File: config.mk
export PLATFORM = sky130hd
export DESIGN_NAME = flag_cond_unit
export DESIGN_NICKNAME = d
export VERILOG_FILES = /design/src/rtl/flag_cond_unit.sv
export SDC_FILE = /design/constraint.sdc
export NUM_CORES = 1
export LEC_CHECK = 0
export ABC_AREA = 1
export CAP_MARGIN = 20
export CORE_AREA = 2 2 39 41
export DETAILED_ROUTE_END_ITERATION = 10
export DIE_AREA = 0 0 41 43
export DONT_BUFFER_PORTS = 1
export HOLD_SLACK_MARGIN = 0.06
export SLEW_MARGIN = 20
export SYNTH_ARGS = -nofsm -noshare
export SYNTH_HDL_FRONTEND = slang
export SYNTH_SLANG_ARGS = --single-unit
export TNS_END_PERCENT = 100
File: constraint.sdc
create_clock -name clk -period 1.3 [get_ports clk]
set_input_delay 0 -clock clk [delete_from_list [all_inputs] [get_ports clk]]
set_output_delay 0 -clock clk [all_outputs]
set_load 0.05 [all_outputs]
File: src/rtl/flag_cond_unit.sv
// flag_cond_unit: latches the ALU NZVC flags and resolves LEGv8 branches
// (B.cond, CBZ, CBNZ, B) into a registered taken/not-taken pulse. A B.cond
// that depends on flags being written in the same cycle either uses the live
// ALU flags (FORWARD = 1) or stalls one cycle and re-evaluates (FORWARD = 0).
module flag_cond_unit #(
    parameter bit FORWARD = 1'b1
) (
    input  logic       clk,
    input  logic       reset,
    input  logic       alu_negative,
    input  logic       alu_zero,
    input  logic       alu_overflow,
    input  logic       alu_carry_out,
    input  logic       ex_valid,
    input  logic       set_flags,
    input  logic       br_valid,
    input  logic [1:0] br_type,
    input  logic [3:0] br_cond,
    input  logic       cb_zero,
    input  logic       flush,
    output logic       stall,
    output logic       br_resolved,
    output logic       br_taken,
    output logic [3:0] flags_q
);

    typedef enum logic [0:0] {
        IDLE = 1'b0,
        HOLD = 1'b1
    } state_t;

    // Condition codes come in complementary pairs: cond[3:1] picks the base
    // test, cond[0] inverts it. Codes 14 and 15 are both "always".
    function automatic logic cond_eval(input logic [3:0] cond, input logic [3:0] f);
        logic n;
        logic z;
        logic v;
        logic c;
        logic base;
        n = f[3];
        z = f[2];
        v = f[1];
        c = f[0];
        case (cond[3:1])
            3'd0:    base = z;
            3'd1:    base = c;
            3'd2:    base = n;
            3'd3:    base = v;
            3'd4:    base = c & ~z;
            3'd5:    base = (n == v);
            3'd6:    base = ~z & (n == v);
            default: base = 1'b1;
        endcase
        if (cond[3:1] == 3'd7) begin
            return 1'b1;
        end else begin
            return base ^ cond[0];
        end
    endfunction

    state_t     state_r;
    state_t     state_nxt_s;
    logic [3:0] flags_r;
    logic       br_resolved_r;
    logic       br_taken_r;
    logic [3:0] alu_flags_s;
    logic [3:0] eval_flags_s;
    logic       flag_wr_s;
    logic       hz_s;
    logic       outcome_s;
    logic       stall_s;
    logic       res_nxt_s;
    logic       taken_nxt_s;

    assign alu_flags_s = {alu_negative, alu_zero, alu_overflow, alu_carry_out};
    assign flag_wr_s   = ex_valid & set_flags;
    assign hz_s        = br_valid & (br_type == 2'b00) & flag_wr_s;

    // Pick the flag source: live ALU flags only for a forwarded hazard.
    always_comb begin
        eval_flags_s = flags_r;
        if (FORWARD && hz_s && (state_r == IDLE)) begin
            eval_flags_s = alu_flags_s;
        end else begin
            eval_flags_s = flags_r;
        end
    end

    // Branch outcome for the presented branch type.
    always_comb begin
        outcome_s = 1'b0;
        case (br_type)
            2'b00:   outcome_s = cond_eval(br_cond, eval_flags_s);
            2'b01:   outcome_s = cb_zero;
            2'b10:   outcome_s = ~cb_zero;
            2'b11:   outcome_s = 1'b1;
            default: outcome_s = 1'b0;
        endcase
    end

    // Next-state, stall and next resolution; flush overrides everything.
    always_comb begin
        state_nxt_s = state_r;
        stall_s     = 1'b0;
        res_nxt_s   = 1'b0;
        taken_nxt_s = 1'b0;
        if (flush) begin
            state_nxt_s = IDLE;
        end else begin
            case (state_r)
                IDLE: begin
                    if (!FORWARD && hz_s) begin
                        stall_s     = 1'b1;
                        state_nxt_s = HOLD;
                    end else if (br_valid) begin
                        res_nxt_s   = 1'b1;
                        taken_nxt_s = outcome_s;
                    end else begin
                        state_nxt_s = IDLE;
                    end
                end
                HOLD: begin
                    // A missing re-presentation drops the held branch.
                    state_nxt_s = IDLE;
                    if (br_valid) begin
                        res_nxt_s   = 1'b1;
                        taken_nxt_s = outcome_s;
                    end else begin
                        res_nxt_s   = 1'b0;
                    end
                end
                default: state_nxt_s = IDLE;
            endcase
        end
    end

    // Architectural flag register; flush never blocks an older flag write.
    always_ff @(posedge clk) begin
        if (reset) begin
            flags_r <= 4'b0000;
        end else if (flag_wr_s) begin
            flags_r <= alu_flags_s;
        end
    end

    // FSM state and registered resolution pulse.
    always_ff @(posedge clk) begin
        if (reset) begin
            state_r       <= IDLE;
            br_resolved_r <= 1'b0;
            br_taken_r    <= 1'b0;
        end else begin
            state_r       <= state_nxt_s;
            br_resolved_r <= res_nxt_s;
            br_taken_r    <= res_nxt_s & taken_nxt_s;
        end
    end

    assign stall       = stall_s;
    assign br_resolved = br_resolved_r;
    assign br_taken    = br_taken_r;
    assign flags_q     = flags_r;

endmodule
# [Yosys cells after proc, flatten, opt, wreduce, memory -nomap -nowiden]
# Index checks and enable logic that the tools add are counted.
[op_classes] n_mux=9 bitwise_logic=9 eq_ne=11 n_reduce_logical=2
[ops] cell="3-bit == test, second input constant" count=4
[ops] cell="1-bit one-hot mux with 7 select lines" count=1
[ops] cell="1-bit AND" count=6
[ops] cell="3-bit by 2-bit == test with 1-bit output, second input constant" count=2
[ops] cell="1-bit two-way mux" count=6
[ops] cell="2-bit == test, second input constant" count=2
[ops] cell="4-bit two-way mux" count=1
[ops] cell="1-bit one-hot mux with 4 select lines" count=1
[ops] cell="3-bit by 1-bit == test with 1-bit output, second input constant" count=1
[ops] cell="3-bit logical NOT" count=1
[ops] cell="2-bit by 1-bit == test with 1-bit output, second input constant" count=1
[ops] cell="2-bit logical NOT" count=1
[ops] cell="1-bit inverter" count=2
[ops] cell="1-bit == test" count=1
[ops] cell="1-bit XOR" count=1
[totals] out_inout_bits=7 ff_bits=6 input_bits=17 elab_cells=34

# [Depth between registers and ports, before layout]
# Gate-level depths: netlist (run 1).
[logic_depth] depth_word=14 ltp_mapped=15 mapped_depth_nobuf=15

# [Worst setup path after synthesis (run 1)]
# Ideal clock, no wire load.
[synth_timing] path_kind="register to register" from="register flags_r[1] (netlist: flags_q[1])" to="register br_taken_r (netlist: br_taken)" setup_ps=118 required_time_ps=1182 arrival_time_ps=1410 period_less_slack_ps=1529 path_slack_ps=-229 stages_incl_launch_ff=14 cell_sequence="dfxtp_1 -> inv_1 -> nand2_2 -> nand2_2 -> nand2_2 -> nand3_1 -> nand2_1 -> nand2_2 -> nand2_1 -> nand2_1 -> nand2_1 -> nand2_1 -> nand2_1 -> a21oi_2"
[synth_between] elab_chain_cells=11
[synth_lines] element="start, declared" line_no="63" text="logic [3:0] flags_r;"
[synth_lines] element="start signal, assigned" line_no="142" text="flags_r <= alu_flags_s;"
[synth_lines] element="4-bit two-way mux (*)" line_no="82" text="if (FORWARD && hz_s && (state_r == IDLE)) begin"
[synth_lines] element="1-bit == test" line_no="50, 51"
[synth_lines] element="1-bit AND" line_no="51" text="3'd6: base = ~z & (n == v);"
[synth_lines] element="1-bit one-hot mux with 7 select lines (*)" line_no="44" text="case (cond[3:1])"
[synth_lines] element="1-bit two-way mux (*)" line_no="92" text="case (br_type)"
[synth_lines] element="1-bit XOR (*)" line_no="57" text="return base ^ cond[0];"
[synth_lines] element="1-bit two-way mux (*)" line_no="54" text="if (cond[3:1] == 3'd7) begin"
[synth_lines] element="1-bit one-hot mux with 4 select lines (*)" line_no="92"
[synth_lines] element="1-bit two-way mux (*)"
[synth_lines] element="1-bit two-way mux (*)" line_no="107" text="if (flush) begin"
[synth_lines] element="1-bit AND (*)" line_no="155" text="br_taken_r <= res_nxt_s & taken_nxt_s;"
[synth_lines] element="end signal, assigned" line_no="155"
[synth_lines] element="end, declared" line_no="65" text="logic br_taken_r;"
# Mark *: on every way between the ends. The rest lies on a longest branch, timed or not. The select of a mux whose other input is x is not followed.
# A chain may end at the register's enable or synchronous reset.

==> results of run 1 <==
[final cells by class]
class	instances	area, µm²	area share
clock buffers	4	26.3	0.0334
inverters	14	52.6	0.0669
multi-input cells	62	367	0.467
flip-flops and latches	6	130	0.166
well taps	16	20.0	0.0255
repair buffers	20	190	0.242
[power groups by stage]
stage               clock, mW  sequential (mW)  combinational [mW]
floorplan                   0            0.241               0.104
global placement            0            0.212               0.157
detailed placement          0            0.212               0.158
CTS                     0.202            0.209               0.201
global route            0.214            0.211               0.224
finish                  0.193            0.210               0.202
[flip-flops by register name, summed over array words and instances (netlist names)]
name,count
flags_q,4
br_taken,1
br_resolved,1
[synth_stat cells]
library cell | number | area [µm²]
a21oi_1 | 5 | 25.0
nor2_8 | 2 | 40.0
nand3_2 | 1 | 10.0
mux2i_1 | 1 | 10.0
nand2_4 | 2 | 22.5
nand3b_1 | 1 | 7.51
o21bai_2 | 1 | 11.3
nor3_1 | 1 | 5.00
conb_1 | 1 | 3.75
o21ai_0 | 4 | 20.0
dfxtp_1 | 6 | 120
nor2_1 | 3 | 11.3
buf_4 | 1 | 7.51
nand2_2 | 8 | 50.1
inv_1 | 14 | 52.6
a21oi_2 | 1 | 8.76
nand3_1 | 10 | 50.1
nor2_2 | 2 | 12.5
nand2_1 | 19 | 71.3
[worst min path at each step]
stage               depth (start not counted)     endpoint  slack [ns]
global route                                3   flags_q[2]        0.15
global placement                            1  br_resolved         0.1
detailed placement                          1  br_resolved         0.1
floorplan                                   1  br_resolved        0.09
finish                                      3   flags_q[0]        0.04
CTS                                         6     br_taken        0.13
[routing by layer]
layer  GRT usage  vias up
li1            -      308
met1       0.210      260
met2       0.322       16
met3      0.0838        2
met4      0.0600        0
met5           0        -
[timing repair]
| action | in CTS | in global routing |
|---|---|---|
| endpoints found under the setup margin | 0 | 5 |
| hold buffers | 17 | 1 |
| hold endpoints to repair | 6 | 1 |
| gates resized for setup | 0 | 7 |
| buffers inserted | 0 | 0 |
[kinds of logic after synthesis]
| family | share of synthesized area |
|---|---|
| AND/OR/NAND/NOR | 0.520 |
| other | 0.00695 |
| AO/OA/AOI/OAI | 0.121 |
| buffers and inverters | 0.111 |
| multiplexers | 0.0186 |
| flip-flops | 0.223 |
[worst register-to-register path, stage by stage, from the launching register on]
cell and delay, ns:
dfxtp_4 0.35, inv_2 0.05, nand2_2 0.05, nand2_2 0.09, nand2_2 0.05, nand3_1 0.07, nand2_1 0.06, nand2_2 0.07
nand2_1 0.05, nand2_1 0.05, nand2_1 0.04, nand2_1 0.07, nand2_1 0.07, a21oi_2 0.10
==> results.md, run 1 <==
* Status: finished, final reports clean
* Worst Setup End Kind: register
* CTS tree: done
* Congestion Overflow GR at 0
* Initial Utilization at 0.390
* Clk pwr share at 0.319
* Most frequent cell on the critical path: dlygate4sd3_1
* Int Power at 0.398 mW
* Total GRT Usage at 0.194
* Fin. max-slew vios at 0
* Critical path cell sequence: dlygate4sd3_1 -> nor3_2 -> dlygate4sd3_1 -> inv_1 -> a21oi_2
* # clock sinks at 6
* Worst-path clk slew at 0.06 ns
* Filler Cells Inserted at roughly 140
* # port buffers at 0
* Critical Path AT at roughly 1.5 ns
* Netlist cell types at 19
* Initial antenna violation count at 0
* Sw power at between 0.2 and 0.25 mW
* Core Region at between 0.001 and 0.0015 mm²
* Ant. Diodes at 0
* Fin crit share at 0.978
* Critical path's largest stage delay at 0.59 ns
* Routed length on met1 at between 500 and 600 µm
* Chip height at roughly 43 µm
* Clk_lat worst skew at about 0.25 ns
* Via density at 4.80
* Maximum clock frequency at 787 MHz
* Placed cell count at roughly 100
* Vias in the first global route at 590
* Comb power frac at 0.334
* Layout Nets at roughly 120
* Fraction of layout cells with a size suffix above 1 at 0.330
* End point of the critical path: br_taken
* Metal3 WL at roughly 56 µm
* IO Pins at 24
* Number of routed nets with antenna violations at 0
* WP depth at 5
* #FFs+latches synth at 6
* Post-synthesis cell count at 83
* Die area at around 0.0018 mm²
* Top routing layer used: met4
* Min Tclk post-route at 1.27 ns
* Sw Ratio at 0.341
* Leakage at between 0.3 and 0.4 nW
* Post-route setup TNS at 0 ns
* MaxCap Viol Count at 0
* Row count at 14
* Seq pwr share at 0.347
* Clock skew at 0.0123 ns
* Largest net degree at the start of global routing at 9
* Max clock buf depth at 2
* # setup viols final at 0
* Commonest non-fill, non-tap cell in the layout: nand2_1
* Critical Path RT at 1.48 ns
* Total power at a little over 0.6 mW
* Type of the tightest min-delay check: input port to register
* Reg2Reg Capture Point: br_taken
* R2R setup slack at ~0.070 ns
* Avg WL per Cell at 11.0 µm
* CP startpoint kind: input port
* Layout area overhead at 45.7%
* Cts bufs inserted at 3
* Unrepaired setup endpoints after global routing: yes
* Hold_sp: set_flags
* Critical path type: input port to register
* Post-route cell area at approximately 790 µm²
* Net Count, Synth at 100
* Die W at roughly 41 µm
* Routed vias at approximately 600
* Power per cell area at around 770 mW/mm²
* First-pass GRT wire length at around 2300 µm
* RD Place Congestion at approximately 0.8
* Worst r2r path cells at 13
* CP Max Fanout at 2
* RR Startpoint: flags_q[1]
* Avg Cell Area, Syn at around 6.5 µm²
* DR iter-0 viols at 17
* Pre-CTS setup slack at between 0.05 and 0.06 ns
* Maximum vdd drop at 0.588 mV
* Met2 wire length at just over 700 µm
* Most frequent cells in the layout: nand2_1 (18), dlygate4sd3_1 (16), nand3_1 (10), inv_1 (9), nand2_2 (9)
* Clock root buffer: clkbuf_4
* Finished Core Util at 0.568
* Mapped Area at approximately 540 µm²
* Final worst setup slack at 0.0292 ns
* DRC violations left at 0
* Seq/Total Area, Yosys at 0.223
* Yosys warnings at 0
* Worst path slowest cell: dlygate4sd3_1
* Hold slack final at slightly below 0.04 ns
* CTS H-tree depth at 1
* Worst Path Buf+Inv at 3
* Final Hold Fails at 0
* Placed cell areas at roughly 590 µm²
* Final std cells w/o fill at around 120
* Detailed Route WL at 1340 µm
* Critical path's top delay family: buffers and inverters
* Final HPWL DP at 898 µm
* Worst setup path start: reset
* Initial DRT Pass Iterations at 5
Power figures use the tool's default switching activity.
==> inputs of run 2 (changes only) <==
--- a/config.mk
+++ b/config.mk
@@ -7,9 +7,9 @@
 export LEC_CHECK = 0
 export ABC_AREA = 1
 export CAP_MARGIN = 20
-export CORE_AREA = 2 2 39 41
+export CORE_MARGIN = 2
+export CORE_UTILIZATION = 35
 export DETAILED_ROUTE_END_ITERATION = 10
-export DIE_AREA = 0 0 41 43
 export DONT_BUFFER_PORTS = 1
 export HOLD_SLACK_MARGIN = 0.06
 export SLEW_MARGIN = 20
==> run 2 against run 1 <==
- clock skew rose by 0.0088 ns
- critical path type unchanged
- largest power group is now the clock network
- fmax rose by 2.4%
- non-clock buffer count rose by 1
- sequential share of layout area fell by 0.34 points
- critical path depth did not move
- wire length rose by 4.8%
- clock power rose by 11%
==> results.md, run 2 (same netlist as run 1, synthesis figures left out) <==
* Initial antenna violation count at 0
* Worst Setup End Kind: register
* Multi-input logic area at between 300 and 400 µm²
* Pre-CTS setup slack at approximately 0.047 ns
* DR iter-0 viols at 12
* Ant. Diodes at 0
* Clk pwr share at 0.338
* Status: finished, final reports clean
* Row count at 14
* Fin. max-slew vios at 0
* Hold depth at 2
* Power per cell area at 791 mW/mm²
* Most frequent cells in the layout: nand2_1 (19), dlygate4sd3_1 (16), inv_1 (9), nand3_1 (9), nand2_2 (8)
* Max clock buf depth at 2
* Placed cell count at roughly 100
* Clock skew at ~0.021 ns
* Sw power at 0.231 mW
* R2R setup slack at 0.07 ns
* Min Tclk post-route at between 1 and 1.5 ns
* Maximum vdd drop at between 0.5 and 0.6 mV
* Routed vias at approximately 600
* CP Max Fanout at 4
* Final std cells w/o fill at 123
* RR Startpoint: flags_q[1]
* Hold worst-path end: br_resolved
* Layout Nets at ~130
* Finished Core Util at 0.545
* # setup viols final at 0
* Critical path type: input port to register
* Largest net degree at the start of global routing at 9
* DRC violations left at 0
* CTS tree: done
* Core Region at ~0.0015 mm²
* Seq pwr share at 0.333
* Setup bufs post-CTS at 0
* Die area at between 0.0015 and 0.002 mm²
* IO Pins at 24
* Sw Ratio at 0.364
* Chip height at 43.3 µm
* # clock sinks at 6
* MaxCap Viol Count at 0
* Vias in the first global route at approximately 520
* Leakage at roughly 0.42 nW
* Worst r2r path cells at 13
* Fin crit share at 0.955
* Worst setup path start: reset
* Total GRT Usage at 0.162
* Fraction of layout cells with a size suffix above 1 at 0.327
* Critical Path RT at roughly 1.5 ns
* First-pass GRT wire length at between 2000 and 2500 µm
* Initial DRT Pass Iterations at 4
* Final Hold Fails at 0
* # port buffers at 0
* Comb power frac at 0.329
* Reg2Reg Capture Point: br_taken
* Number of routed nets with antenna violations at 0
* Int Power at 0.403 mW
* Die W at ~43 µm
* Detailed Route WL at between 1000 and 1500 µm
* Critical Path AT at ~1.4 ns
* Avg WL per Cell at 11.4 µm
* Register Area at between 100 and 150 µm²
* Filler Cells Inserted at around 150
* Layout area overhead at 48.7%
* Clk_lat worst skew at 0.28 ns
* Total power at 0.634 mW
* Congestion Overflow GR at 0
* Final worst setup slack at a little under 0.06 ns
* CTS H-tree depth at 1
* Worst-path clk slew at about 0.07 ns
* Hold_sp: flush
* Type of the tightest min-delay check: input port to register
* Largest register FFs at 4
* Clock root buffer: clkbuf_4
* Unrepaired setup endpoints after global routing: yes
* Post-route cell area at between 800 and 900 µm²
* Final HPWL DP at roughly 900 µm
* Maximum clock frequency at 806 MHz
* Via density at a little under 5
* RD Place Congestion at 0.769
* Placed cell areas at 592 µm²
* Initial Utilization at 0.366
* Cts bufs inserted at 3
* Commonest non-fill, non-tap cell in the layout: nand2_1
* CP startpoint kind: input port
-- run 2: final cells by class --
type                       count  share of cell area
tap                           16              0.0250
timing repair buffer          21               0.253
sequential                     6               0.162
inverter                      14              0.0686
clock buffer                   4              0.0328
multi-input combinational     62               0.459
-- run 2: timing repair --
item,in CTS,in global routing
setup endpoints to repair,0,4
hold buffers,17,0
gates resized for setup,0,9
endpoints found under the hold margin,6,0
-- run 2: metal layers --
metal	global-route usage	routed length [µm]
met5	0	0
met4	0.127	45
met3	0.0553	70
met2	0.257	707
met1	0.171	578
-- run 2: metrics by stage --
stage	hold slack [ns]	setup TNS [ns]
global route	0.0905	-0.0324
global placement	0.0945	0
floorplan	0.0883	0
detailed placement	0.0934	0
CTS	0.0870	0
finish	0.0775	0
-- run 2: power groups by stage --
stage	clock, mW	sequential (mW)	combinational [mW]
after floorplan	0	0.241	0.104
after global placement	0	0.212	0.156
after detailed placement	0	0.212	0.158
after CTS	0.221	0.209	0.201
after global routing	0.226	0.213	0.225
final	0.214	0.211	0.208
-- run 2: worst max-delay path by stage --
stage | endpoint | slack (ns) | cells past startpoint
final | flags_q[1] | 0.06 | 5
after global routing | br_taken | -0.03 | 13
after CTS | br_taken | 0.04 | 13
after detailed placement | br_taken | 0.05 | 13
after global placement | br_taken | 0.08 | 13
after floorplan | br_taken | 0.01 | 13
-- run 2: worst max-delay path: stages --
cell,delay [ns]
dlygate4sd3_1,0.57
inv_2,0.09
o21ai_0,0.09
dlygate4sd3_1,0.58
a21oi_2,0.12
==> inputs of run 3 (changes only) <==
==> constraint.sdc (replaced) <==
create_clock -name clk -period 1.3 [get_ports clk]
set_input_delay 0.13 -clock clk [delete_from_list [all_inputs] [get_ports clk]]
set_output_delay 0.13 -clock clk [all_outputs]
set_load 0.05 [all_outputs]
==> run 3 against run 2 <==
- setup slack better by 0.037 ns
- register-to-register slack better by 0.03 ns
- clock power is 12% lower
- power down 11%
- non-clock buffer count decreased by 14
- design area is 18% lower
- global-route usage is 3.5 points lower
- utilization down 9.9 points
- worst hold slack worse by 0.0014 ns
- die area unchanged
- count of clock-buffer cells in the layout unchanged
- critical path type is now register to register
- highest routed layer is now met3
- critical path depth rose by 8
==> results.md, run 3 (same netlist as run 1, synthesis figures left out) <==
* Final HPWL DP at slightly below 900 µm
* Worst setup path start: flags_q[1]
* Filler Cells Inserted at 167
* Clk pwr share at 0.334
* Seq pwr share at 0.373
* Setup bufs post-CTS at 0
* Ant. Diodes at 0
* Cts bufs inserted at 3
* DRC violations left at 0
* Initial Utilization at 0.366
* Maximum vdd drop at 0.777 mV
* Int Power at around 0.37 mW
* Die area at around 0.0019 mm²
* Multi-input logic area at 367 µm²
* RR Startpoint: flags_q[1]
* Max clock buf depth at 2
* # setup viols final at 0
* Total GRT Usage at 0.127
* Vias in the first global route at between 400 and 500
* Number of routed nets with antenna violations at 0
* Row count at 14
* CTS tree: done
* Clock skew at 0.00898 ns
* Most frequent cells in the layout: nand2_1 (18), inv_1 (10), nand2_2 (9), nand3_1 (9)
* CTS H-tree depth at 1
* MaxCap Viol Count at 0
* Register Area at ~130 µm²
* Leakage at roughly 0.35 nW
* Fin. max-slew vios at 0
* Clock root buffer: clkbuf_4
* Detailed Route WL at 1050 µm
* Maximum clock frequency at ~830 MHz
* Routed vias at 520
* # port buffers at 0
* Largest register FFs at 4
* Status: finished, final reports clean
* Fraction of layout cells with a size suffix above 1 at 0.376
* Power per cell area at 864 mW/mm²
* Core Region at ~0.0015 mm²
* Initial DRT Pass Iterations at 3
* # clock sinks at 6
* CP startpoint kind: register
* Worst Setup End Kind: register
* Fin crit share at 0.926
* Layout Nets at about 110
* Commonest non-fill, non-tap cell in the layout: nand2_1
* Sw Ratio at 0.344
* Final std cells w/o fill at ~110
* Die W at between 40 and 50 µm
* Min Tclk post-route at around 1.2 ns
* Critical path type: register to register
* Chip height at 43.3 µm
* Sw power at between 0.15 and 0.2 mW
* Post-route setup TNS at 0 ns
* Via density at ~4.8
* IO Pins at 24
* Clk_lat worst skew at ~0.25 ns
* Hold_sp: alu_overflow
* Comb power frac at 0.293
* Total power at 0.567 mW
* Critical Path RT at between 1 and 1.5 ns
* Worst-path clk slew at 0.05 ns
* Placed cell count at about 100
* Unrepaired setup endpoints after global routing: yes
* Congestion Overflow GR at 0
* DR iter-0 viols at 6
* Layout area overhead at 21.6%
* Critical Path AT at approximately 1.3 ns
* Type of the tightest min-delay check: input port to register
* RD Place Congestion at roughly 0.74
* Largest net degree at the start of global routing at 9
* Avg WL per Cell at about 9.6 µm
* Initial antenna violation count at 0
* CP Max Fanout at 3
* Hold slack final at ~0.076 ns
* Final Hold Fails at 0
* Finished Core Util at 0.446
* First-pass GRT wire length at 1770 µm
-- run 3: worst max-delay path, cell delays in order (launching register included) --
cell	delay, ns
dfxtp_4	0.36
inv_4	0.03
nand2_2	0.06
nand2_2	0.06
o21bai_2	0.10
inv_1	0.05
nand2_1	0.07
nand2_2	0.05
nand2_1	0.05
nand2_1	0.05
nand2_1	0.05
nand2_1	0.05
nand2_1	0.07
a21oi_2	0.05
-- run 3: what timing repair did --
action,in CTS,in global routing
resized for setup,0,7
setup endpoints to repair,0,1
hold endpoints to repair,2,0
hold buffers,2,0
-- run 3: through the flow --
step,setup slack [ns],area [µm²]
2_1_floorplan,0.0115,549
3_3_place_gp,0.00576,599
3_5_place_dp,-0.0157,599
4_1_cts,0.0405,646
5_1_grt,-0.0562,656
6_report,0.0962,656
-- run 3: power by group through the flow --
stage          logic, mW  clock network, mW  registers, mW
2_1_floorplan      0.104                  0          0.241
3_3_place_gp       0.158                  0          0.212
3_5_place_dp       0.160                  0          0.212
4_1_cts            0.165              0.200          0.209
5_1_grt            0.185              0.209          0.212
6_report           0.166              0.189          0.211
-- run 3: routing by layer --
metal	part of all wire	up-vias	track usage
li1	-	280	-
met1	0.43	225	0.139
met2	0.50	15	0.206
met3	0.069	0	0.0851
met4	0	0	0.0182
met5	0	-	0
-- run 3: worst paths after layout --
path         slack, ns    endpoint  cells past startpoint
min reg2reg       0.45  flags_q[2]                      2
min               0.08  flags_q[1]                      2
max                0.1    br_taken                     13
max reg2reg        0.1    br_taken                     13
-- run 3: layout make-up --
cell class / count / area share
Multi-Input combinational cell: 62 / 0.559
Inverter: 14 / 0.0840
Tap cell: 16 / 0.0305
Timing Repair Buffer: 7 / 0.0878
Clock buffer: 4 / 0.0401
Sequential cell: 6 / 0.198
